<file path="src/rtl/cdb_arbiter.sv">
// Common data bus arbiter: one-entry result slot per functional unit, round-robin grant,
// and a registered single-cycle CDB broadcast.
module cdb_arbiter #(
  parameter int unsigned NUM_REQ = 4,
  parameter int unsigned TAG_W   = 4,
  parameter int unsigned DATA_W  = 32,
  localparam int unsigned SRC_W  = (NUM_REQ > 1) ? $clog2(NUM_REQ) : 1
) (
  input  logic                      clk,
  input  logic                      rst_n,
  input  logic [NUM_REQ-1:0]        req_valid_i,
  input  logic [NUM_REQ*TAG_W-1:0]  req_tag_i,
  input  logic [NUM_REQ*DATA_W-1:0] req_value_i,
  output logic [NUM_REQ-1:0]        req_ready_o,
  input  logic                      flush_i,
  output logic                      cdb_valid_o,
  output logic [TAG_W-1:0]          cdb_tag_o,
  output logic [DATA_W-1:0]         cdb_value_o,
  output logic [SRC_W-1:0]          cdb_src_o
);

  logic [NUM_REQ-1:0] slot_valid_q, slot_valid_d;
  logic [TAG_W-1:0]   slot_tag_q   [NUM_REQ];
  logic [DATA_W-1:0]  slot_value_q [NUM_REQ];
  logic [SRC_W-1:0]   rr_ptr_q, rr_ptr_d;

  logic               cdb_valid_q, cdb_valid_d;
  logic [TAG_W-1:0]   cdb_tag_q, cdb_tag_d;
  logic [DATA_W-1:0]  cdb_value_q, cdb_value_d;
  logic [SRC_W-1:0]   cdb_src_q, cdb_src_d;

  logic [NUM_REQ-1:0] grant;
  logic               grant_found;
  logic [SRC_W-1:0]   grant_idx;
  logic [NUM_REQ-1:0] load;

  // Rotating priority search starting at rr_ptr_q; flush suppresses any grant.
  always_comb begin
    int unsigned      idx;
    logic [SRC_W-1:0] idx_s;
    grant       = '0;
    grant_found = 1'b0;
    grant_idx   = '0;
    idx         = 0;
    idx_s       = '0;
    for (int unsigned k = 0; k < NUM_REQ; k++) begin
      idx = 32'(rr_ptr_q) + k;
      if (idx >= NUM_REQ) begin
        idx = idx - NUM_REQ;
      end
      idx_s = SRC_W'(idx);
      if (!grant_found && !flush_i && slot_valid_q[idx_s]) begin
        grant[idx_s] = 1'b1;
        grant_idx    = idx_s;
        grant_found  = 1'b1;
      end
    end
  end

  // A slot being granted this cycle frees up and may reload on the same edge.
  always_comb begin
    req_ready_o = flush_i ? '0 : (~slot_valid_q | grant);
    load        = req_valid_i & req_ready_o;
  end

  always_comb begin
    slot_valid_d = '0;
    if (!flush_i) begin
      slot_valid_d = (slot_valid_q & ~grant) | load;
    end
  end

  always_comb begin
    int unsigned nxt;
    nxt         = 32'(grant_idx) + 1;
    if (nxt >= NUM_REQ) begin
      nxt = 0;
    end
    rr_ptr_d    = rr_ptr_q;
    cdb_valid_d = 1'b0;
    cdb_tag_d   = cdb_tag_q;
    cdb_value_d = cdb_value_q;
    cdb_src_d   = cdb_src_q;
    if (grant_found) begin
      rr_ptr_d    = SRC_W'(nxt);
      cdb_valid_d = 1'b1;
      cdb_tag_d   = slot_tag_q[grant_idx];
      cdb_value_d = slot_value_q[grant_idx];
      cdb_src_d   = grant_idx;
    end
  end

  always_ff @(posedge clk or negedge rst_n) begin
    if (!rst_n) begin
      slot_valid_q <= '0;
      rr_ptr_q     <= '0;
      cdb_valid_q  <= 1'b0;
      cdb_tag_q    <= '0;
      cdb_value_q  <= '0;
      cdb_src_q    <= '0;
    end else begin
      slot_valid_q <= slot_valid_d;
      rr_ptr_q     <= rr_ptr_d;
      cdb_valid_q  <= cdb_valid_d;
      cdb_tag_q    <= cdb_tag_d;
      cdb_value_q  <= cdb_value_d;
      cdb_src_q    <= cdb_src_d;
    end
  end

  // Slot payload is qualified by slot_valid_q, so it needs no reset.
  always_ff @(posedge clk) begin
    for (int unsigned i = 0; i < NUM_REQ; i++) begin
      if (load[i]) begin
        slot_tag_q[i]   <= req_tag_i[i*TAG_W +: TAG_W];
        slot_value_q[i] <= req_value_i[i*DATA_W +: DATA_W];
      end
    end
  end

  assign cdb_valid_o = cdb_valid_q;
  assign cdb_tag_o   = cdb_tag_q;
  assign cdb_value_o = cdb_value_q;
  assign cdb_src_o   = cdb_src_q;

endmodule

</file>
<file path="config.mk">
export PLATFORM = sky130hd
export DESIGN_NAME = cdb_arbiter
export DESIGN_NICKNAME = d
export VERILOG_FILES = /design/src/rtl/cdb_arbiter.sv
export SDC_FILE = /design/constraint.sdc
export NUM_CORES = 1
export LEC_CHECK = 0
export CAP_MARGIN = 20
export CORE_MARGIN = 2
export CORE_UTILIZATION = 52
export CTS_BUF_LIST = sky130_fd_sc_hd__clkbuf_8 sky130_fd_sc_hd__clkbuf_16
export DETAILED_ROUTE_END_ITERATION = 16
export PLACE_DENSITY = 0.84
export SYNTH_ARGS = -nofsm -noshare
export SYNTH_HDL_FRONTEND = slang
export SYNTH_SLANG_ARGS = --single-unit
export TNS_END_PERCENT = 50
</file>
<file path="constraint.sdc">
create_clock -name clk -period 10.4 [get_ports clk]
set_clock_uncertainty 0.05 [all_clocks]
set_input_delay 2.6 -clock clk [delete_from_list [all_inputs] [get_ports clk]]
set_output_delay 2.6 -clock clk [all_outputs]
set_load 0.03 [all_outputs]
</file>
==> metrics.md, run 1 <==
| Metric | Value |
|---|---|
| Vias | `about 4600` |
| Vias per inst | `~5.7` |
| Sequential-to-total area share from yosys stat | `72.8%` |
| Setup Crit Path Kind | `primary input to primary output` |
| Maximum root-to-sink buffer count | `2` |
| Final Instance Area | `just over 10000 µm²` |
| TritonRoute pass-1 iters | `6` |
| Leak | `between 3 and 4 nW` |
| Setup TNS | `0 ns` |
| Final setup vio count | `0` |
| Relative slew margins | `around a third` |
| Total Wirelength | `roughly 18 mm` |
| Worst r2r src | `rr_ptr_q[0]$_DFFE_PN0P_` |
| P_int | `around 0.0018 W` |
| Hold Path End | `cdb_src_o[1]$_DFFE_PN0P_` |
| I/O pin count | `194` |
| Drt first-iter violations | `roughly 320` |
| Reg-to-Reg End | `slot_value_q[1][22]$_DFFE_PP_` |
| DIE AREA | `15400 µm²` |
| # DRC | `0` |
| GRT Util Overall | `23.6%` |
| Drt wl/cell | `21.6 µm` |
| Max Cap Viol | `0` |
| Setup WS pre-CTS | `2.54 ns` |
| Switch Pwr | `slightly below 0.001 W` |
| CTS tree | `built` |
| Pin count of the biggest net entering global routing | `52` |
| Syn avg cell area | `about 17 µm²` |
| Routed Antenna Nets | `0` |
| Hold Crit Class | `flip-flop to flip-flop` |
| Num Clock Sinks | `189` |
| Commonest non-fill, non-tap cells in the layout | `192 x clkdlybuf4s50_1, 144 x edfxtp_1, 74 x mux2i_1, 45 x dfrtp_1, 35 x nand2_1` |
| Crit path time final | `between 7 and 8 ns` |
| Combinational share of power | `39.2%` |
| Clk_lat worst skew | `about 0.43 ns` |
| Cells resized by post-CTS repair | `0` |
| Met3 Routed Length | `roughly 780 µm` |
| Fin cells | `819` |
| Hold Crit Depth | `2` |
| CTS root buf | `clkbuf_16` |
| WL met2 | `~9.4 mm` |
| Post-placement cell count | `around 800` |
| Post-CTS setup buffer count | `0` |
| Final hold vios | `0` |
| Count of state elements after synthesis | `approximately 190` |
| Clk pwr share | `around 23%` |
| Setup slack, reg-to-reg | `roughly 6.6 ns` |
| Max Freq | `~0.13 GHz` |
| Share of layout cells above drive strength 1 | `about a tenth` |
| Metal-1 WL | `6.92 mm` |
| Final WS setup | `about 2.5 ns` |
| Placeable core area | `between 10000 and 15000 µm²` |
| Startpoint Class | `primary input` |
| N_diodes | `0` |
| Dpl hpwl | `about 11 mm` |
| Width of the die | `roughly 120 µm` |
| R2R depth | `8` |
| CP endpoint kind | `primary output` |
| DP Area | `9480 µm²` |
| Clock-pin slew on the worst setup and hold paths | `0.06 ns` |
| Worst Tran Pin Value | `1.01 ns` |
| Outcome | `finished, final reports clean` |
| Syn. warnings | `0` |
| Flop pwr share | `between 30% and 40%` |
| Syn_nets | `587` |
| # rows | `43` |
| Worst hold start | `cdb_src_o[1]$_DFFE_PN0P_` |
| CP arrival | `~5.3 ns` |
| Hold buffers post-CTS | `0` |
| WP data required | `just under 8 ns` |
| Top sig layer | `met4` |
| Crit path max fanout | `13` |
| Gr ovfl total | `0` |
| H-tree depth | `4` |
| Commonest non-fill, non-tap cell in the layout | `clkdlybuf4s50_1` |
| First-pass GRT wire length | `around 26 mm` |
| Layout area overhead | `35.2%` |
| Unrepaired setup endpoints after global routing | `false` |
| PD cells | `around 270 nW/µm²` |
| Final nets | `782` |
| Slew Viols, Final | `0` |
| Antenna violations before repair | `0` |
| Distinct cell type count after synthesis | `43` |
| Mapped cell area | `between 7000 and 8000 µm²` |
| Die Ht | `~120 µm` |
| GPL Wtd Cong | `roughly 0.89` |
| Switch share | `between 30 and 40%` |
| Num CTS Buffers | `17` |
| Cell count after synthesis | `approximately 430` |
| Vias in the first global route | `slightly below 5000` |
| Peak supply drop | `around 0.13 mV` |
| Initial core utilization | `between 50% and 60%` |
| Fin crit share | `roughly 76%` |
| Port bufs | `between 150 and 200` |
## area by class of cell
type | instances | area (µm²)
multi-input cells | 214 | 1830
flip-flops and latches | 189 | 5450
well taps | 180 | 225
repair buffers | 199 | 2020
fillers | 924 | 3870
clock buffers | 18 | 439
clock inverters | 14 | 130
inverters | 5 | 25.0
## how the worst max path moves through the flow
stage / to / start / cells past startpoint
4_1_cts: req_ready_o[2] / flush_i / 7
5_1_grt: req_ready_o[2] / flush_i / 7
2_1_floorplan: req_ready_o[0] / flush_i / 5
3_5_place_dp: req_ready_o[2] / flush_i / 7
6_report: req_ready_o[2] / flush_i / 7
3_3_place_gp: req_ready_o[0] / flush_i / 7
## worst max-delay path, stage by stage
cell and delay [ns]:
clkdlybuf4s50_1 0.70, nor2_1 0.34, a22o_1 0.23, and3_1 0.25, nand2_1 0.10, a41oi_1 0.31
clkdlybuf4s50_1 0.73
## kinds of logic after synthesis
family / count (synthesis) / synth area share (%)
compound gates: 58 / 7.99
fa+ha+maj: 5 / 0.836
buf+inv: 28 / 2.81
flops: 189 / 72.8
mux: 78 / 11.1
simple gates: 73 / 4.43
## synthesized netlist by cell type (all sizes together)
library cell	number	area, µm²
edfxtp	144	4320
mux2i	74	741
nand2	36	138
or2	1	6.26
nand4b	1	8.76
and2	4	25.0
inv	3	11.3
a221oi	17	236
a31oi	1	6.26
a22oi	4	30.0
o2111a	1	12.5
a21o	1	7.51
o31ai	2	28.8
o21ai	2	10.0
a22o	1	8.76
and3	2	12.5
nor2b	2	20.0
a21oi	1	8.76
nor4	2	18.8
clkinv	2	13.8
dfrtp	45	1130
a41oi	8	70.1
buf	18	166
o221ai	19	166
clkbuf	5	18.8
mux4	4	90.1
nand3	1	5.00
ha	5	62.6
o211ai	1	12.5
nor2	24	97.6
## state kept, by name, indices dropped and copies added, names as in the netlist
name,cells
cdb_tag_o,4
rr_ptr_q,2
slot_value_q,128
cdb_valid_o,1
slot_tag_q,16
cdb_value_o,32
slot_valid_q,4
cdb_src_o,2
## per-stage QoR
| stage | hold WS [ns] | utilization, % | power, W |
|---|---|---|---|
| after floorplan | 0.486 | - | 0.00178 |
| after global placement | 0.411 | 67.8 | 0.00208 |
| after detailed placement | 0.421 | 67.8 | 0.00212 |
| after CTS | 0.436 | 71.8 | 0.00274 |
| after global routing | 0.474 | 72.3 | 0.00285 |
| final | 0.430 | 72.3 | 0.00273 |
## power by group through the flow
stage	clock network, W	registers (W)	logic, W
after global routing	0.000658	0.00105	0.00114
after floorplan	0	0.00118	0.000601
after detailed placement	0	0.00105	0.00107
final	0.000621	0.00104	0.00107
after CTS	0.000629	0.00104	0.00107
after global placement	0	0.00104	0.00103
## layer usage
layer  up-vias  GRT usage [%]
li1       2077              -
met1      2336           28.8
met2       182           41.1
met3        41           4.58
met4         0           10.3
met5         -              0
No activity file was read; power rests on OpenSTA's default activity.
==> run 2: changes to the inputs <==
Settings changed: CORE_UTILIZATION 52 to 49, PLACE_DENSITY 0.84 to 0.8.
Clock period 10.4 ns to 8.1 ns, I/O delays scaled along.
==> metrics.md, run 2 (same netlist as run 1, synthesis figures left out) <==
| Metric | Value |
|---|---|
| Crit path max fanout | `13 (unchanged)` |
| GPL Wtd Cong | `0.933 (was 0.889)` |
| First-pass GRT wire length | `28.0 mm (was 26.3 mm)` |
| Final hold vios | `0 (unchanged)` |
| Antenna violations before repair | `0 (unchanged)` |
| Total Power | `0.00363 W (was 0.00273 W)` |
| Pin count of the biggest net entering global routing | `51 (was 52)` |
| Width of the die | `128 µm (was 124 µm)` |
| Cells resized by post-CTS repair | `0 (unchanged)` |
| Commonest non-fill, non-tap cells in the layout | `192 x clkdlybuf4s50_1, 144 x edfxtp_1, 74 x mux2i_1, 45 x dfrtp_1, 35 x nand2_1 (unchanged)` |
| Clock-pin slew on the worst setup and hold paths | `0.07 ns (was 0.06 ns)` |
| Largest register FFs | `128 (unchanged)` |
| CTS tree | `built (unchanged)` |
| Fillers | `1060 (was 924)` |
| Drt first-iter violations | `339 (was 318)` |
| Vias | `4623 (was 4636)` |
| Final nets | `781 (was 782)` |
| Peak supply drop | `0.193 mV (was 0.133 mV)` |
| Share of layout cells above drive strength 1 | `11.0% (was 10.6%)` |
| # DRC | `0 (unchanged)` |
| Drt wl/cell | `21.8 µm (was 21.6 µm)` |
| N_diodes | `0 (unchanged)` |
| Num CTS Buffers | `17 (unchanged)` |
| Final setup vio count | `0 (unchanged)` |
| Maximum root-to-sink buffer count | `2 (unchanged)` |
| Placeable core area | `15100 µm² (was 14000 µm²)` |
| Commonest non-fill, non-tap cell in the layout | `clkdlybuf4s50_1 (unchanged)` |
| GRT Util Overall | `23.2% (was 23.6%)` |
| Crit path time final | `~6.7 ns` |
| Num Clock Sinks | `189 (unchanged)` |
| Leak | `3.60 nW (was 3.56 nW)` |
| Setup WS pre-CTS | `1.45 ns (was 2.54 ns)` |
| Clk_lat worst skew | `0.42 ns (was 0.43 ns)` |
| Port bufs | `193 (unchanged)` |
| Hold Crit Class | `flip-flop to flip-flop (unchanged)` |
| Routed Antenna Nets | `0 (unchanged)` |
| Seq. cell area | `5450 µm² (unchanged)` |
| Final WS setup | `1.41 ns (was 2.48 ns)` |
| I/O pin count | `194 (unchanged)` |
| Gr ovfl total | `0 (unchanged)` |
| Most flop-heavy register | `slot_value_q (unchanged)` |
| Relative slew margins | `27.2% (was 32.4%)` |
| H-tree depth | `4 (unchanged)` |
| Dpl hpwl | `11.5 mm (about the same)` |
| CP arrival | `4.61 ns (was 5.27 ns)` |
| Vias per inst | `5.60 (was 5.66)` |
| Die Ht | `128 µm (was 124 µm)` |
| Startpoint Class | `primary input (unchanged)` |
| PD cells | `356 nW/µm² (was 269 nW/µm²)` |
| Slew Viols, Final | `0 (unchanged)` |
| Worst Tran Pin Value | `1.09 ns (was 1.01 ns)` |
| Max Cap Viol | `0 (unchanged)` |
| CP endpoint kind | `primary output (unchanged)` |
| Vias in the first global route | `5144 (was 4907)` |
| Area of the multi-input gates | `1830 µm² (unchanged)` |
| Outcome | `finished, final reports clean (unchanged)` |
| Setup TNS | `0 ns (unchanged)` |
| WP data required | `6.03 ns (was 7.75 ns)` |
| Layout area overhead | `36.2% (was 35.2%)` |
| Post-CTS setup buffer count | `0 (unchanged)` |
| Hold buffers post-CTS | `0 (unchanged)` |
| CTS root buf | `clkbuf_16 (unchanged)` |
| Unrepaired setup endpoints after global routing | `false (unchanged)` |
| DIE AREA | `16300 µm² (was 15400 µm²)` |
| Total Wirelength | `18.0 mm (was 17.7 mm)` |
| Max Freq | `roughly 0.15 GHz` |
| Initial core utilization | `49.6% (was 53.5%)` |
| Setup Crit Path Kind | `primary input to primary output (unchanged)` |
| TritonRoute pass-1 iters | `5 (was 6)` |
| # rows | `45 (was 43)` |
| Fin crit share | `between 80 and 90%` |
==> run 2: cell types whose count changed in the layout (fill, tap and decap cells not counted), sizes merged <==
cell	before	now
buf	7	6
bufinv	2	6
clkbuf	18	17
clkinv	9	7
clkinvlp	3	2
==> run 2: report_power, final <==
| group | switching, W | internal [W] | leakage, nW |
|---|---|---|---|
| logic | 0.000800 | 0.000572 | 1.40 |
| registers | 0.000102 | 0.00123 | 1.87 |
| clock network | 0.000348 | 0.000580 | 0.323 |
==> run 2: final cells by class <==
| type | count | area share (%) |
|---|---|---|
| Clock buffer | 17 | 4.17 |
| Clock inverter | 15 | 2.38 |
| Inverter | 5 | 0.246 |
| Multi-Input combinational cell | 214 | 17.9 |
| Sequential cell | 189 | 53.5 |
| Tap cell | 188 | 2.31 |
| Timing Repair Buffer | 198 | 19.5 |
==> run 2: per-layer routing <==
layer  vias to the layer above  routed length, µm  part of all wire [%]  track usage [%]
li1                       2076                  -                     -                -
met1                      2302               7060                    39             28.4
met2                       196               9410                    52             39.9
met3                        49                956                   5.3             4.94
met4                         0                613                   3.4             10.7
met5                         -                  0                     0                0
==> run 2: worst paths after layout <==
path	start	to	slack (ns)	depth (start not counted)
max	flush_i	req_ready_o[3]	1.41	7
min	cdb_value_o[5]$_DFFE_PN0P_	cdb_value_o[5]$_DFFE_PN0P_	0.43	2
max reg2reg	rr_ptr_q[0]$_DFFE_PN0P_	slot_value_q[3][31]$_DFFE_PP_	4.22	8
min reg2reg	cdb_value_o[5]$_DFFE_PN0P_	cdb_value_o[5]$_DFFE_PN0P_	0.43	2
max in group asynchronous	rst_n	slot_valid_q[2]$_DFF_PN0_	5.88	2
min in group asynchronous	rst_n	cdb_value_o[24]$_DFFE_PN0P_	1.68	2
==> run 2: worst max-delay path: stages <==
cell and delay (ns):
clkdlybuf4s50_1 0.68, nor2_1 0.32, a22o_1 0.23, and3_1 0.26, nand2_1 0.12, a41oi_1 0.27, clkdlybuf4s50_1 0.71
==> run 2: through the flow <==
stage	utilization (%)	cell area, µm²	cells	hold slack (ns)
after floorplan	-	7480	431	0.486
after global placement	62.9	9500	793	0.412
after detailed placement	62.9	9500	793	0.424
after CTS	67.4	10200	825	0.439
after global routing	67.5	10200	826	0.460
final	67.5	10200	826	0.434
